===== src/rtl/trace_pkg.sv =====
// Shared record layout for the CPU trace buffer: field widths, offsets and structs.
// Latency: none (types and constants only).
// Backpressure: not applicable.
package trace_pkg;

    localparam int SEQ_W     = 8;
    localparam int INSTR_W   = 32;
    localparam int WB_W      = 16;
    localparam int PAYLOAD_W = INSTR_W + WB_W;
    localparam int REC_W     = SEQ_W + PAYLOAD_W;

    // Bit offsets of each field inside a packed record.
    localparam int WB_LSB    = 0;
    localparam int INSTR_LSB = 16;
    localparam int SEQ_LSB   = 48;

    // Captured core state, without the sequence tag.
    typedef struct packed {
        logic [INSTR_W-1:0] instr;
        logic [WB_W-1:0]    wb;
    } payload_t;

    // Full record as presented to the consumer, sequence number in the MSBs.
    typedef struct packed {
        logic [SEQ_W-1:0] seq;
        payload_t         payload;
    } rec_t;

    function automatic payload_t make_payload(input logic [INSTR_W-1:0] instr,
                                              input logic [WB_W-1:0]    wb);
        payload_t p;
        p.instr = instr;
        p.wb    = wb;
        return p;
    endfunction

endpackage


===== src/rtl/trace_fifo.sv =====
// Synchronous first-word-fall-through FIFO with occupancy count and wrapped pointers.
// Latency: a pushed entry is visible at the head the cycle after the push edge (no bypass).
// Backpressure: push is refused when full unless a pop happens in the same cycle; pop when empty is ignored.
module trace_fifo #(
    parameter int DEPTH = 16,
    parameter int WIDTH = 56
) (
    input  logic                     clk,
    input  logic                     reset,
    input  logic                     push,
    input  logic [WIDTH-1:0]         push_data,
    input  logic                     pop,
    output logic [WIDTH-1:0]         head,
    output logic                     valid,
    output logic                     full,
    output logic [$clog2(DEPTH):0]   level
);

    localparam int PTR_W = $clog2(DEPTH);
    localparam int LVL_W = PTR_W + 1;

    logic [WIDTH-1:0] mem [DEPTH];
    logic [PTR_W-1:0] wr_ptr;
    logic [PTR_W-1:0] rd_ptr;
    logic             push_ok;
    logic             pop_ok;

    assign valid   = (level != '0);
    assign full    = (level == LVL_W'(DEPTH));
    assign pop_ok  = pop & valid;
    // When full, a same-cycle pop frees the slot the write lands in.
    assign push_ok = push & (~full | pop_ok);
    assign head    = mem[rd_ptr];

    // Storage array; contents are meaningless once level says the slot is free.
    always_ff @(posedge clk) begin
        if (push_ok) begin
            mem[wr_ptr] <= push_data;
        end
    end

    // Pointer and occupancy bookkeeping; reset discards every stored entry.
    always_ff @(posedge clk) begin
        if (reset) begin
            wr_ptr <= '0;
            rd_ptr <= '0;
            level  <= '0;
        end else begin
            if (push_ok) begin
                wr_ptr <= wr_ptr + PTR_W'(1);
            end
            if (pop_ok) begin
                rd_ptr <= rd_ptr + PTR_W'(1);
            end
            case ({push_ok, pop_ok})
                2'b10:   level <= level + LVL_W'(1);
                2'b01:   level <= level - LVL_W'(1);
                default: level <= level;
            endcase
        end
    end

endmodule


===== src/rtl/cpu_trace_buffer.sv =====
// Captures {seq, instr, write-back} once per core clock fall into a FIFO drained over valid/ready.
// Latency: fall seen after 2 sync edges, pushed on the 3rd; rec_valid rises the cycle after the push.
// Backpressure: never stalls the core; records arriving while full are dropped and counted.
module cpu_trace_buffer #(
    parameter int DEPTH = 16,
    parameter int SEQ_W = 8,
    parameter int CNT_W = 8
) (
    input  logic                     fast_clock,
    input  logic                     reset,
    input  logic                     clock,
    input  logic                     enable,
    input  logic [31:0]              instr,
    input  logic [15:0]              write_reg_data,
    output logic                     rec_valid,
    input  logic                     rec_ready,
    output logic [SEQ_W+47:0]        rec_data,
    output logic [$clog2(DEPTH):0]   level,
    output logic                     overflow,
    output logic [CNT_W-1:0]         drop_count
);

    import trace_pkg::*;

    logic             s1;
    logic             s2;
    logic             s3;
    logic             fall_det;
    logic             push_req;
    logic             pop;
    logic             full;
    logic             drop;
    logic             push_ok;
    logic [SEQ_W-1:0] seq;
    payload_t         payload;

    // Bring the core clock into the fast domain; the third flop gives a clean edge reference.
    always_ff @(posedge fast_clock) begin
        if (reset) begin
            s1 <= 1'b0;
            s2 <= 1'b0;
            s3 <= 1'b0;
        end else begin
            s1 <= clock;
            s2 <= s1;
            s3 <= s2;
        end
    end

    // Falling edge of the core clock: its outputs have settled by mid-cycle.
    assign fall_det = s3 & ~s2;
    assign push_req = fall_det & enable;
    assign pop      = rec_valid & rec_ready;
    assign drop     = push_req & full & ~pop;
    assign push_ok  = push_req & ~drop;

    // Sequence number advances for every captured instruction, kept or dropped, so gaps expose drops.
    always_ff @(posedge fast_clock) begin
        if (reset) begin
            seq <= '0;
        end else if (push_req) begin
            seq <= seq + SEQ_W'(1);
        end
    end

    // Sticky overflow flag and saturating drop counter.
    always_ff @(posedge fast_clock) begin
        if (reset) begin
            overflow   <= 1'b0;
            drop_count <= '0;
        end else if (drop) begin
            overflow <= 1'b1;
            if (drop_count != '1) begin
                drop_count <= drop_count + CNT_W'(1);
            end
        end
    end

    // Pack the core-side fields that ride behind the sequence number.
    always_comb begin
        payload = make_payload(instr, write_reg_data);
    end

    trace_fifo #(
        .DEPTH (DEPTH),
        .WIDTH (SEQ_W + PAYLOAD_W)
    ) u_fifo (
        .clk       (fast_clock),
        .reset     (reset),
        .push      (push_ok),
        .push_data ({seq, payload}),
        .pop       (pop),
        .head      (rec_data),
        .valid     (rec_valid),
        .full      (full),
        .level     (level)
    );

endmodule


===== config.mk =====
export PLATFORM = sky130hd
export DESIGN_NAME = cpu_trace_buffer
export DESIGN_NICKNAME = d
export VERILOG_FILES = /design/src/rtl/trace_pkg.sv /design/src/rtl/trace_fifo.sv /design/src/rtl/cpu_trace_buffer.sv
export SDC_FILE = /design/constraint.sdc
export NUM_CORES = 1
export LEC_CHECK = 0
export CORE_ASPECT_RATIO = 2
export CORE_UTILIZATION = 65
export CTS_BUF_LIST = sky130_fd_sc_hd__clkbuf_8 sky130_fd_sc_hd__clkbuf_16
export DETAILED_ROUTE_END_ITERATION = 10
export GPL_ROUTABILITY_DRIVEN = 0
export HOLD_SLACK_MARGIN = 0.05
export PLACE_DENSITY = 0.83
export RECOVER_POWER = 100
export SYNTH_ARGS = -nofsm -noshare
export SYNTH_HDL_FRONTEND = slang
export SYNTH_SLANG_ARGS = --single-unit

===== constraint.sdc =====
create_clock -name fast_clock -period 6.4 [get_ports fast_clock]
set_input_delay 1.92 -clock fast_clock [delete_from_list [all_inputs] [get_ports fast_clock]]
set_output_delay 1.92 -clock fast_clock [all_outputs]
set_load 0.005 [all_outputs]

==> metrics.cfg <==
[critical_path]
critical_path.max_stage_delay_ns=1.45
cp_cell_sequence=nor2b_2 > buf_4 > a22oi_1 > nand2_1 > dlygate4sd3_1
critPathArrivalTime_ns=3.92
cpMaxStageDelayCell=nor2b_2
crit_type=reg -> out
cp_max_fo=26
rr_worst_depth=6
critPathLaunchType=flop
cp-end-kind=output port
required_ns=4.48

[clock_network]
cts_max_level=3
cts_root_buffer=clkbuf_16
cts.clk_slew.worst_paths_ns=0.07
cts_hold_buf=0
cts_tree=built
clock_latency_ns=0.62
ctsResizeCount=0
cts_setup_buffers=0
cts_buffers=74
numClockSinks=933
clockBufferDepth=3

[cells_and_area]
final_common_cell=edfxtp_1
mostFrequentLayoutCells=edfxtp_1 (896), mux4_2 (224), dlygate4sd3_1 (113)
area_growth_pct=12.60
final_layout_size_suffix_gt1_share_pct=20.76
nets=1791
instances_no_fill=2455

[sta]
fin_crit_sh_pct=91.25
setup_tns_ns=0
fmax_ghz=0.1712
fin_skew_ns=0.01779
min_period_ns=5.840
worstMarginPinSlew_ns=2.342
slew_viol_final=801
rsz0062_at_grt=no
final_hold_viol_count=0
timing.hold.ws_ns=0.4476
relSlewSlack_pct=-56.21
setup_viol_count_final=0

[detailed_routing]
drt-initial-drc-count=1694
wl_per_cell_um=32.55
drc=0
postRouteAntennaNets=0
dr.pass1.iters=5
via_count=17337
routed_wirelength_um=79920
viasPerCell=7.062

[pwr]
ir_worst_vdd_mv=0.2404
p_leak_nw=12.47
total_power_w=0.01319
power_density_mw_per_mm2=332.1

[hold_path]
hold_class=reg -> reg
worstHoldPathCells=1

[outcome]
status=finished with violations
violations=capacitance limit, slew limit

[place]
hpwlAfterDp_um=39880
numPortBuffers=123
dp_cells=2322

[die]
io_pins=124
initial_core_util_pct=65.80
core.rowCount=120
die_x_um=166.7
core-area_mm2=0.05360
dieArea_mm2=0.05526
dieHeight_um=331.4

[synthesis]
synthesis.area_mm2=0.03527
yosys_most_used_dff=edfxtp_1
syn_nets=1651
ys_types=50
synth_warnings=0
synth_edf_count=896
syn_avg_cell_area_um2=22.23
postSynthCellCount=1587
synth_seq_cells=933
async_flop_share_pct=0
yosysSeqAreaShare_pct=78.38

[job]
drv_cap=17

[global_route]
grt_max_degree=57
antenna_found_initial=2
track_usage_pct=29.78
grt_pass1_wl_um=118000
grt_pass1_vias=18354
grt-ovfl-total=0

-- layer usage --
| layer | vias up | global-route usage (%) | wire length, um |
|---|---|---|---|
| li1 | 6975 | - | - |
| met1 | 9102 | 36.77 | 27810 |
| met2 | 1075 | 53.08 | 43840 |
| met3 | 183 | 4.773 | 5673 |
| met4 | 2 | 11.23 | 2581 |
| met5 | - | 0 | 10 |
-- cell usage after synthesis (6+ instances only) --
cell type  number  area (um^2)
nor3b_1         6        45.04
xnor2_1         6        52.55
edfxtp_1      896        26910
buf_2          26        130.1
xor2_1          8        70.07
o21ai_0         6        30.03
dfxtp_1        37        740.7
clkbuf_1       53        198.9
inv_1           8        30.03
nor3_1          6        30.03
a21oi_1        13        65.06
ha_1           11        137.6
buf_1           6        22.52
nor2_1         18        67.56
mux4_2        224         5045
nor2b_1         6        37.54
nand2_1        68        255.2
and2_1         13        81.33
a22oi_1       112        840.8
nand3_1        10        50.05
-- path summary, 6_finish.rpt --
path | end | slack, ns | start
setup / recovery | rec_data[10] | 0.56 | flop
hold / removal | s2 | 0.45 | s1
setup reg to reg | u_fifo.mem[11][9] | 2.05 | u_fifo.level[1]
hold reg to reg | s2 | 0.45 | s1
-- cells by family (layout without fill, tap and decap cells) --
group / count (synthesis) / count (layout) / synth area share [%]
and+or+nand+nor: 161 / 161 / 2.377
muxes: 227 / 227 / 14.39
adders and majority gates: 11 / 11 / 0.3902
other: 0 / 2 / 0
AOI/OAI and AO/OA: 147 / 147 / 3.012
DFF: 933 / 933 / 78.38
buffers and inverters: 94 / 289 / 1.103
xor gates and xnor gates: 14 / 14 / 0.3476
-- power by group --
group | internal [W] | switching (W)
clock network | 0.00254 | 0.00207
logic | 0.000931 | 0.000858
registers | 0.00670 | 0.0000946
total | 0.0102 | 0.00303
-- area by class of cell --
type | count | area, um^2
fill | 2762 | 13880
tap | 671 | 839.6
sequential | 933 | 27650
inverter | 8 | 30.03
multi-input combinational | 560 | 7253
antenna | 2 | 5.005
clock buffer | 81 | 2004
clock inverter | 50 | 401.6
timing repair buffer | 150 | 1529
-- stage by stage --
step	cell area [um^2]	util, %	setup WS [ns]
after floorplan	35270	-	1.677
after global placement	37380	69.74	1.348
after detailed placement	37380	69.74	1.210
after CTS	39790	74.23	0.8981
after global routing	39710	74.09	0.4226
final	39720	74.10	0.5602
-- critical path: cells and delay by family, from the launching register on --
family | cells | cell delay [ns]
compound gates | 1 | 0.14
buf+inv | 2 | 1.09
simple gates | 2 | 1.62
flops | 1 | 0.45
-- flip-flops by register name (all words and copies together), names as in the netlist, named ones only --
name           cells
u_fifo.mem       896
drop_count         8
seq                8
u_fifo.level       5
u_fifo.rd_ptr      4
u_fifo.wr_ptr      4
overflow           1
s1                 1
s2                 1
s3                 1
No activity file was read; power rests on OpenSTA's default activity.
